**config.mk**
```make
export PLATFORM = sky130hd
export DESIGN_NAME = uart_tx_sched
export DESIGN_NICKNAME = d
export VERILOG_FILES = /design/src/rtl/uart_tx_sched.sv
export SDC_FILE = /design/constraint.sdc
export NUM_CORES = 1
export LEC_CHECK = 0
export BUFFER_PORTS_ARGS = -buffer_cell sky130_fd_sc_hd__buf_2
export CELL_PAD_IN_SITES_DETAIL_PLACEMENT = 1
export CELL_PAD_IN_SITES_GLOBAL_PLACEMENT = 1
export CORE_MARGIN = 1
export CORE_UTILIZATION = 37
export CTS_CLUSTER_SIZE = 25
export DETAILED_ROUTE_END_ITERATION = 8
export PLACE_DENSITY_LB_ADDON = 0.1
export SYNTH_ARGS = -nofsm -noshare
export SYNTH_HDL_FRONTEND = slang
export SYNTH_SLANG_ARGS = --single-unit
```
**constraint.sdc**
```tcl
create_clock -name clk -period 2.2 [get_ports clk]
set_input_delay 0.33 -clock clk [delete_from_list [all_inputs] [get_ports clk]]
set_output_delay 0.33 -clock clk [all_outputs]
set_load 0.05 [all_outputs]
```
**src/rtl/uart_tx_sched.sv**
```systemverilog
// Round-robin scheduler sharing one uart_tx serializer among NUM_REQ sources.
// Grants one byte per frame and times the frame itself (the serializer has no done flag).
module uart_tx_sched #(
    parameter  int NUM_REQ      = 4,
    parameter  int CLKS_PER_BIT = 868,
    parameter  int GAP_CYCLES   = 2,
    localparam int IW           = $clog2(NUM_REQ),
    localparam int FRAME_CYCLES = 10 * CLKS_PER_BIT + GAP_CYCLES,
    localparam int CW           = $clog2(FRAME_CYCLES)
) (
    input  logic                 clk,
    input  logic                 rst,
    input  logic [NUM_REQ-1:0]   req_valid,
    input  logic [8*NUM_REQ-1:0] req_data,
    output logic [NUM_REQ-1:0]   req_ready,
    output logic                 tx_active,
    output logic [7:0]           data,
    output logic                 busy,
    output logic [IW-1:0]        grant_id
);

    typedef enum logic [1:0] {
        IDLE,
        LAUNCH,
        WAIT
    } state_t;

    state_t               state;
    state_t               state_n;
    logic [CW-1:0]        cnt;
    logic [CW-1:0]        cnt_n;
    logic [IW-1:0]        ptr;
    logic [IW-1:0]        ptr_n;
    logic [NUM_REQ-1:0]   ready_n;
    logic                 txa_n;
    logic [7:0]           data_n;
    logic                 busy_n;
    logic [IW-1:0]        gid_n;
    logic                 found;
    logic [IW-1:0]        win;

    // Index arithmetic modulo NUM_REQ (NUM_REQ need not be a power of two).
    function automatic logic [IW-1:0] wrap_add(input logic [IW-1:0] a, input int k);
        int s;
        s = int'(a) + k;
        if (s >= NUM_REQ) s = s - NUM_REQ;
        return IW'(s);
    endfunction

    // First valid source scanning upward from the round-robin pointer.
    always_comb begin
        found = 1'b0;
        win   = '0;
        for (int k = 0; k < NUM_REQ; k++) begin
            if (!found && req_valid[wrap_add(ptr, k)]) begin
                found = 1'b1;
                win   = wrap_add(ptr, k);
            end
        end
    end

    // Next-state and registered-output values for the frame FSM.
    always_comb begin
        state_n = state;
        cnt_n   = cnt;
        ptr_n   = ptr;
        ready_n = '0;
        txa_n   = 1'b0;
        data_n  = data;
        busy_n  = busy;
        gid_n   = grant_id;
        unique case (state)
            IDLE: begin
                if (found) begin
                    data_n  = req_data[8*int'(win) +: 8];
                    gid_n   = win;
                    ready_n = NUM_REQ'(1) << win;
                    txa_n   = 1'b1;
                    busy_n  = 1'b1;
                    ptr_n   = wrap_add(win, 1);
                    state_n = LAUNCH;
                end
            end
            LAUNCH: begin
                cnt_n   = CW'(FRAME_CYCLES - 2);
                state_n = WAIT;
            end
            WAIT: begin
                if (cnt == '0) begin
                    busy_n  = 1'b0;
                    state_n = IDLE;
                end else begin
                    cnt_n = cnt - CW'(1);
                end
            end
            default: state_n = IDLE;
        endcase
    end

    // State and output registers; reset abandons any frame in flight.
    always_ff @(posedge clk) begin
        if (!rst) begin
            state     <= IDLE;
            cnt       <= '0;
            ptr       <= '0;
            req_ready <= '0;
            tx_active <= 1'b0;
            data      <= 8'h00;
            busy      <= 1'b0;
            grant_id  <= '0;
        end else begin
            state     <= state_n;
            cnt       <= cnt_n;
            ptr       <= ptr_n;
            req_ready <= ready_n;
            tx_active <= txa_n;
            data      <= data_n;
            busy      <= busy_n;
            grant_id  <= gid_n;
        end
    end

endmodule

```
# [Word level (Yosys, flattened, before mapping)]
# Cells that the tools add are included.
[word_totals] out_inout_bits=16 ff_bits=34
[classes] n_mux=30 n_reduce_logical=16 n_shift=2 add_sub_neg=10 eq_ne=5 n_lt_le_gt_ge=9
[op_table] operator="$shiftx A32 B6 Y8" n=1
[op_table] operator="$pmux W14 S2" n=1
[op_table] operator="$mux W2" n=11
[op_table] operator="$logic_not A14 Y1" n=1
[op_table] operator="$mux W14" n=1
[op_table] operator="$sub A14 B1 Y14 const B" n=1
[op_table] operator="$ge A3 B3 Y1 const B" n=4
[op_table] operator="$lt A2 B3 Y1 const B" n=4
[op_table] operator="$mux W1" n=11
[op_table] operator="$sub A2 B1 Y2 const B" n=5
[op_table] operator="$bmux W1 S2" n=4
[op_table] operator="$reduce_and A2 Y1" n=4
[op_table] operator="$add A2 B1 Y3 const B" n=2
[op_table] operator="$add A2 B2 Y3 const B" n=2
[op_table] operator="$ne A2 B2 Y1 const B" n=3
[op_table] operator="$pmux W2 S3" n=1
[op_table] operator="$reduce_and A3 Y1" n=2
[op_table] operator="$reduce_bool A2 Y1" n=2
[op_table] operator="$shl A1 B2 Y4 const A" n=1
[op_table] operator="$ge A2 B3 Y1 const B" n=1
[op_table] operator="$logic_and A1 B1 Y1" n=3
[op_table] operator="$logic_not A1 Y1" n=3
[op_table] operator="$eq A2 B1 Y1 const B" n=1
[op_table] operator="$eq A2 B2 Y1 const B" n=1
[op_table] operator="2 further kinds" n=2

# [Longest topological paths before layout]
[depth] ltp_word=17 ltp_mapped=8

# [Least setup slack after synthesis]
# Ideal clock, no wire load.
[synth_path] kind="register -> register" startpoint="reg cnt[0]" endpoint="reg cnt[8]" path_stages_with_launch=8 required_ps=2085 t_arrival_ps=1790 slack_ps=295 setup_ps=115 cell_sequence="dfxtp_1 -> inv_1 -> ha_1 -> or4b_4 -> or4_1 -> o21ai_1 -> o211ai_1 -> and2_1"
[synth_via] elab_chain_len=3 elab_cells_between_ends=6 classes_between="add/sub: 1; eq/ne: 1; mux: 2; reduce/logical: 2"
[synth_rtl] element="start: declaration" line="30" source="logic [CW-1:0] cnt;"
[synth_rtl] element="start signal: assignment" line="113" source="cnt <= cnt_n;"
[synth_rtl] element="$sub A14 B1 Y14 / $logic_not A14 Y1 (equally long branches)" line="93, 89"
[synth_rtl] element="$mux W14 / $ne A2 B2 Y1 (equally long branches)"
[synth_rtl] element="$pmux W14 S2 / $reduce_and A2 Y1 (equally long branches)"
# Several ways; a longest one is shown, not always the timed one. The select of a mux whose other input is x is not followed.
# A chain may end at the register's enable or synchronous reset.

# [Final worst setup path]
[layout_path] startpoint="reg cnt[1]" endpoint="reg cnt[5]"
# Same word-level chain as after synthesis.

==> metrics.csv <==
stage,metric,value,unit
clock_network,clkTransAtPathRegs,0.07,ns
final_layout,drive_gt1_frac,0.327,
timing,setup_viol,0,
timing,holdWs,0.357,ns
place,io_buffer_count,53,
critical_path,crit_chain,inv_2 -> ha_4 -> or4b_4 -> o41ai_4 -> buf_6 -> nor2_1 -> xnor2_1 -> a21boi_1,
synthesis,synthesis.nets,235,
clock_network,cts_sinks,34,
floorplanning,die_x,70.6,um
power,clockPowerShare,0.225,
critical_path,cp_top_family,simple AND/OR/NAND/NOR gates,
critical_path,startpoint,cnt[1],
global_routing,grt_antenna_before_repair,0,
final_layout,area.growth.synth_to_final,27.3,%
detailed_routing,viasPerCell,5.47,
critical_path,max_stage_delay,0.49,ns
power,sequentialPowerShare,0.380,
timing,maxSlewViolCount,0,
worst_hold_path,hold_path_startpoint,req_data[25],
power,power.total,2.09,mW
detailed_routing,ant_nets,0,
critical_path,worst_setup_path_end_kind,flip-flop,
synthesis,synth_cell_type_count,41,
synthesis,ys_warn_count,0,
power,p_int,1.28,mW
place,gp_congestion,0.779,
clock_network,cts_hold_buf,0,
final_layout,nets,298,
global_routing,grt-ovfl-total,0,
timing,tightest_slew,0.717,ns
global_routing,track_usage,0.196,
floorplanning,core_region_area,4440,um^2
worst_hold_path,hold_class,input pin to flip-flop,
run_status,outcome,"finished, final reports clean",
detailed_routing,remaining_drc_errors,0,
global_routing,grt_pass1_vias,1696,
detailed_routing,drt_iter0_markers,41,
clock_network,clk_latency,0.28,ns
critical_path,worstPathRequired,2.36,ns
critical_path,crit_buf_inv,2,
synthesis,syn_area_per_cell,8.87,um^2
power,power.density,945,nW/um^2
timing,slew_headroom,0.522,
timing,hold_viol,0,
power,swShare,0.390,
detailed_routing,drt_first_pass_iters,4,
floorplanning,io_pins,54,
timing,fin_crit,2.08,ns
synthesis,syn_area,1740,um^2
floorplanning,rows,24,
clock_network,cts-root-buf,clkbuf_8,
global_routing,grt_max_degree,22,
power,p_sw,0.816,mW
detailed_routing,wirelength,4630,um
power,p_leak,0.976,nW
clock_network,numCtsBuffers,5,
power,combPwrFrac,0.395,
synthesis,seq_area_frac_synth,0.391,
detailed_routing,routedWlPerCell,14.8,um
synthesis,synthCells,196,
critical_path,cp_slowest_cell,or4b_4,
flow_run,maxCapViolations,0,
timing,finClkSkew,0.00392,ns
power,peakVddDrop,0.320,mV
global_routing,grt_pass1_wl,7860,um
clock_network,htree_levels,2,
critical_path,reg2reg_from,cnt[1],
floorplanning,start_util,0.391,
final_layout,diodes,0,
place,hpwlAfterDp,3350,um
timing,clock.fmax,480,MHz
floorplanning,die_area,4980,um^2
floorplanning,die_h,70.6,um
synthesis,ys_seq_elements,34,
critical_path,critPathLaunchType,flip-flop,
critical_path,arrival,2.25,ns
critical_path,worstSetupPathType,flip-flop to flip-flop,
timing,timing.final.crit_share,0.946,
clock_network,cts_tree,built,
clock_network,cts_buffer_depth,2,
detailed_routing,vias,1706,
critical_path,crit_fanout,5,
==> cells in the final DEF, fill, tap and decap left out, drive strengths merged, types with 10 or more instances in the layout <==
| cell | instances |
|---|---|
| nand3 | 12 |
| dfxtp | 34 |
| mux2i | 10 |
| nor2 | 12 |
| buf | 64 |
| o211ai | 10 |
| nand2 | 16 |
| o21ai | 14 |
==> per-stage QoR <==
stage	area [um^2]	setup TNS (ns)	setup slack, ns	instances	utilization
after floorplan	1740	0	0.295	196	-
after global placement	2080	0	0.213	301	0.468
after detailed placement	2080	0	0.101	301	0.468
after CTS	2170	0	0.0888	309	0.489
after global routing	2210	-0.00984	-0.00984	312	0.498
final	2210	0	0.118	312	0.498
==> power by group through the flow <==
stage          registers (mW)  logic [mW]  clock network [mW]
3_5_place_dp            0.806       0.802                   0
6_report                0.795       0.827               0.471
3_3_place_gp            0.805       0.787                   0
4_1_cts                 0.793       0.807               0.490
5_1_grt                 0.807       0.907               0.519
2_1_floorplan           0.968       0.419                   0
==> routing by layer <==
| layer | share of wire | vias up | GRT usage |
|---|---|---|---|
| met3 | 0.054 | 8 | 0.0527 |
| met4 | 0.017 | 0 | 0.0533 |
| li1 | - | 840 | - |
| met5 | 0 | - | 0 |
| met1 | 0.46 | 812 | 0.252 |
| met2 | 0.47 | 46 | 0.328 |
==> sequential cells by signal, indices dropped and copies added (netlist names) <==
name       flops
cnt           14
data           8
req_ready      4
grant_id       2
ptr            2
state          2
busy           1
tx_active      1
==> area by class of cell <==
type                    count  area, um^2
clock buffers               7        86.3
well taps                  52        65.1
fillers                   548        2230
clock inverters             1        5.00
inverters                   9        33.8
multi-input cells         145         990
repair buffers             64         352
flip-flops and latches     34         683
==> timing repair <==
action | CTS | global route
endpoints found under the setup margin | 0 | 4
buffers inserted | 0 | 2
resized for setup | 0 | 12
==> cell usage after synthesis (all sizes together) <==
| master | instances | area share |
|---|---|---|
| o211ai | 10 | 0.043 |
| o31a | 1 | 0.0058 |
| o22a | 2 | 0.010 |
| inv | 9 | 0.019 |
| nor3 | 3 | 0.012 |
| mux2i | 10 | 0.058 |
| nand2 | 16 | 0.035 |
| o21ai | 14 | 0.040 |
| a41o | 1 | 0.0058 |
| xnor2 | 9 | 0.045 |
| or2b | 1 | 0.0050 |
| a21oi | 7 | 0.020 |
| o311ai | 1 | 0.0050 |
| nor2 | 12 | 0.026 |
| nand2b | 3 | 0.011 |
| nand3 | 12 | 0.035 |
| nor2b | 2 | 0.0072 |
| clkbuf | 2 | 0.0043 |
| o21a | 2 | 0.0086 |
| nor4 | 6 | 0.022 |
| and2b | 1 | 0.0050 |
| ha | 1 | 0.0072 |
| buf | 5 | 0.017 |
| a311oi | 1 | 0.0050 |
| a211o | 8 | 0.040 |
| dfxtp | 34 | 0.39 |
| or4b | 1 | 0.0079 |
| o41ai | 1 | 0.016 |
| and2 | 3 | 0.011 |
| o22ai | 1 | 0.0036 |
| a21boi | 9 | 0.039 |
| clkdlybuf4s25 | 1 | 0.0058 |
| nand4 | 1 | 0.0036 |
| a21o | 1 | 0.0043 |
| or4 | 5 | 0.027 |
==> cells by family after synthesis <==
family	Yosys count	share of synthesized area
mux	10	0.0576
xor+xnor	9	0.0453
fa+ha+maj	1	0.00719
buf+inv	17	0.0468
compound gates	59	0.247
simple gates	66	0.205
flops	34	0.391
==> path summary, 6_finish.rpt <==
kind	endpoint	slack, ns	cells past startpoint
min	data[1]	0.36	3
max reg2reg	cnt[5]	0.12	8
max	cnt[5]	0.12	8
min reg2reg	data[1]	0.47	2
==> worst reg2reg max path, cell delays in order, from the launching register on <==
cell and delay, ns:
dfxtp_2 0.33, inv_2 0.08, ha_4 0.14, or4b_4 0.49, o41ai_4 0.44, buf_6 0.18
nor2_1 0.05, xnor2_1 0.18, a21boi_1 0.08
Note: power is estimated with default switching activity, not from simulation.
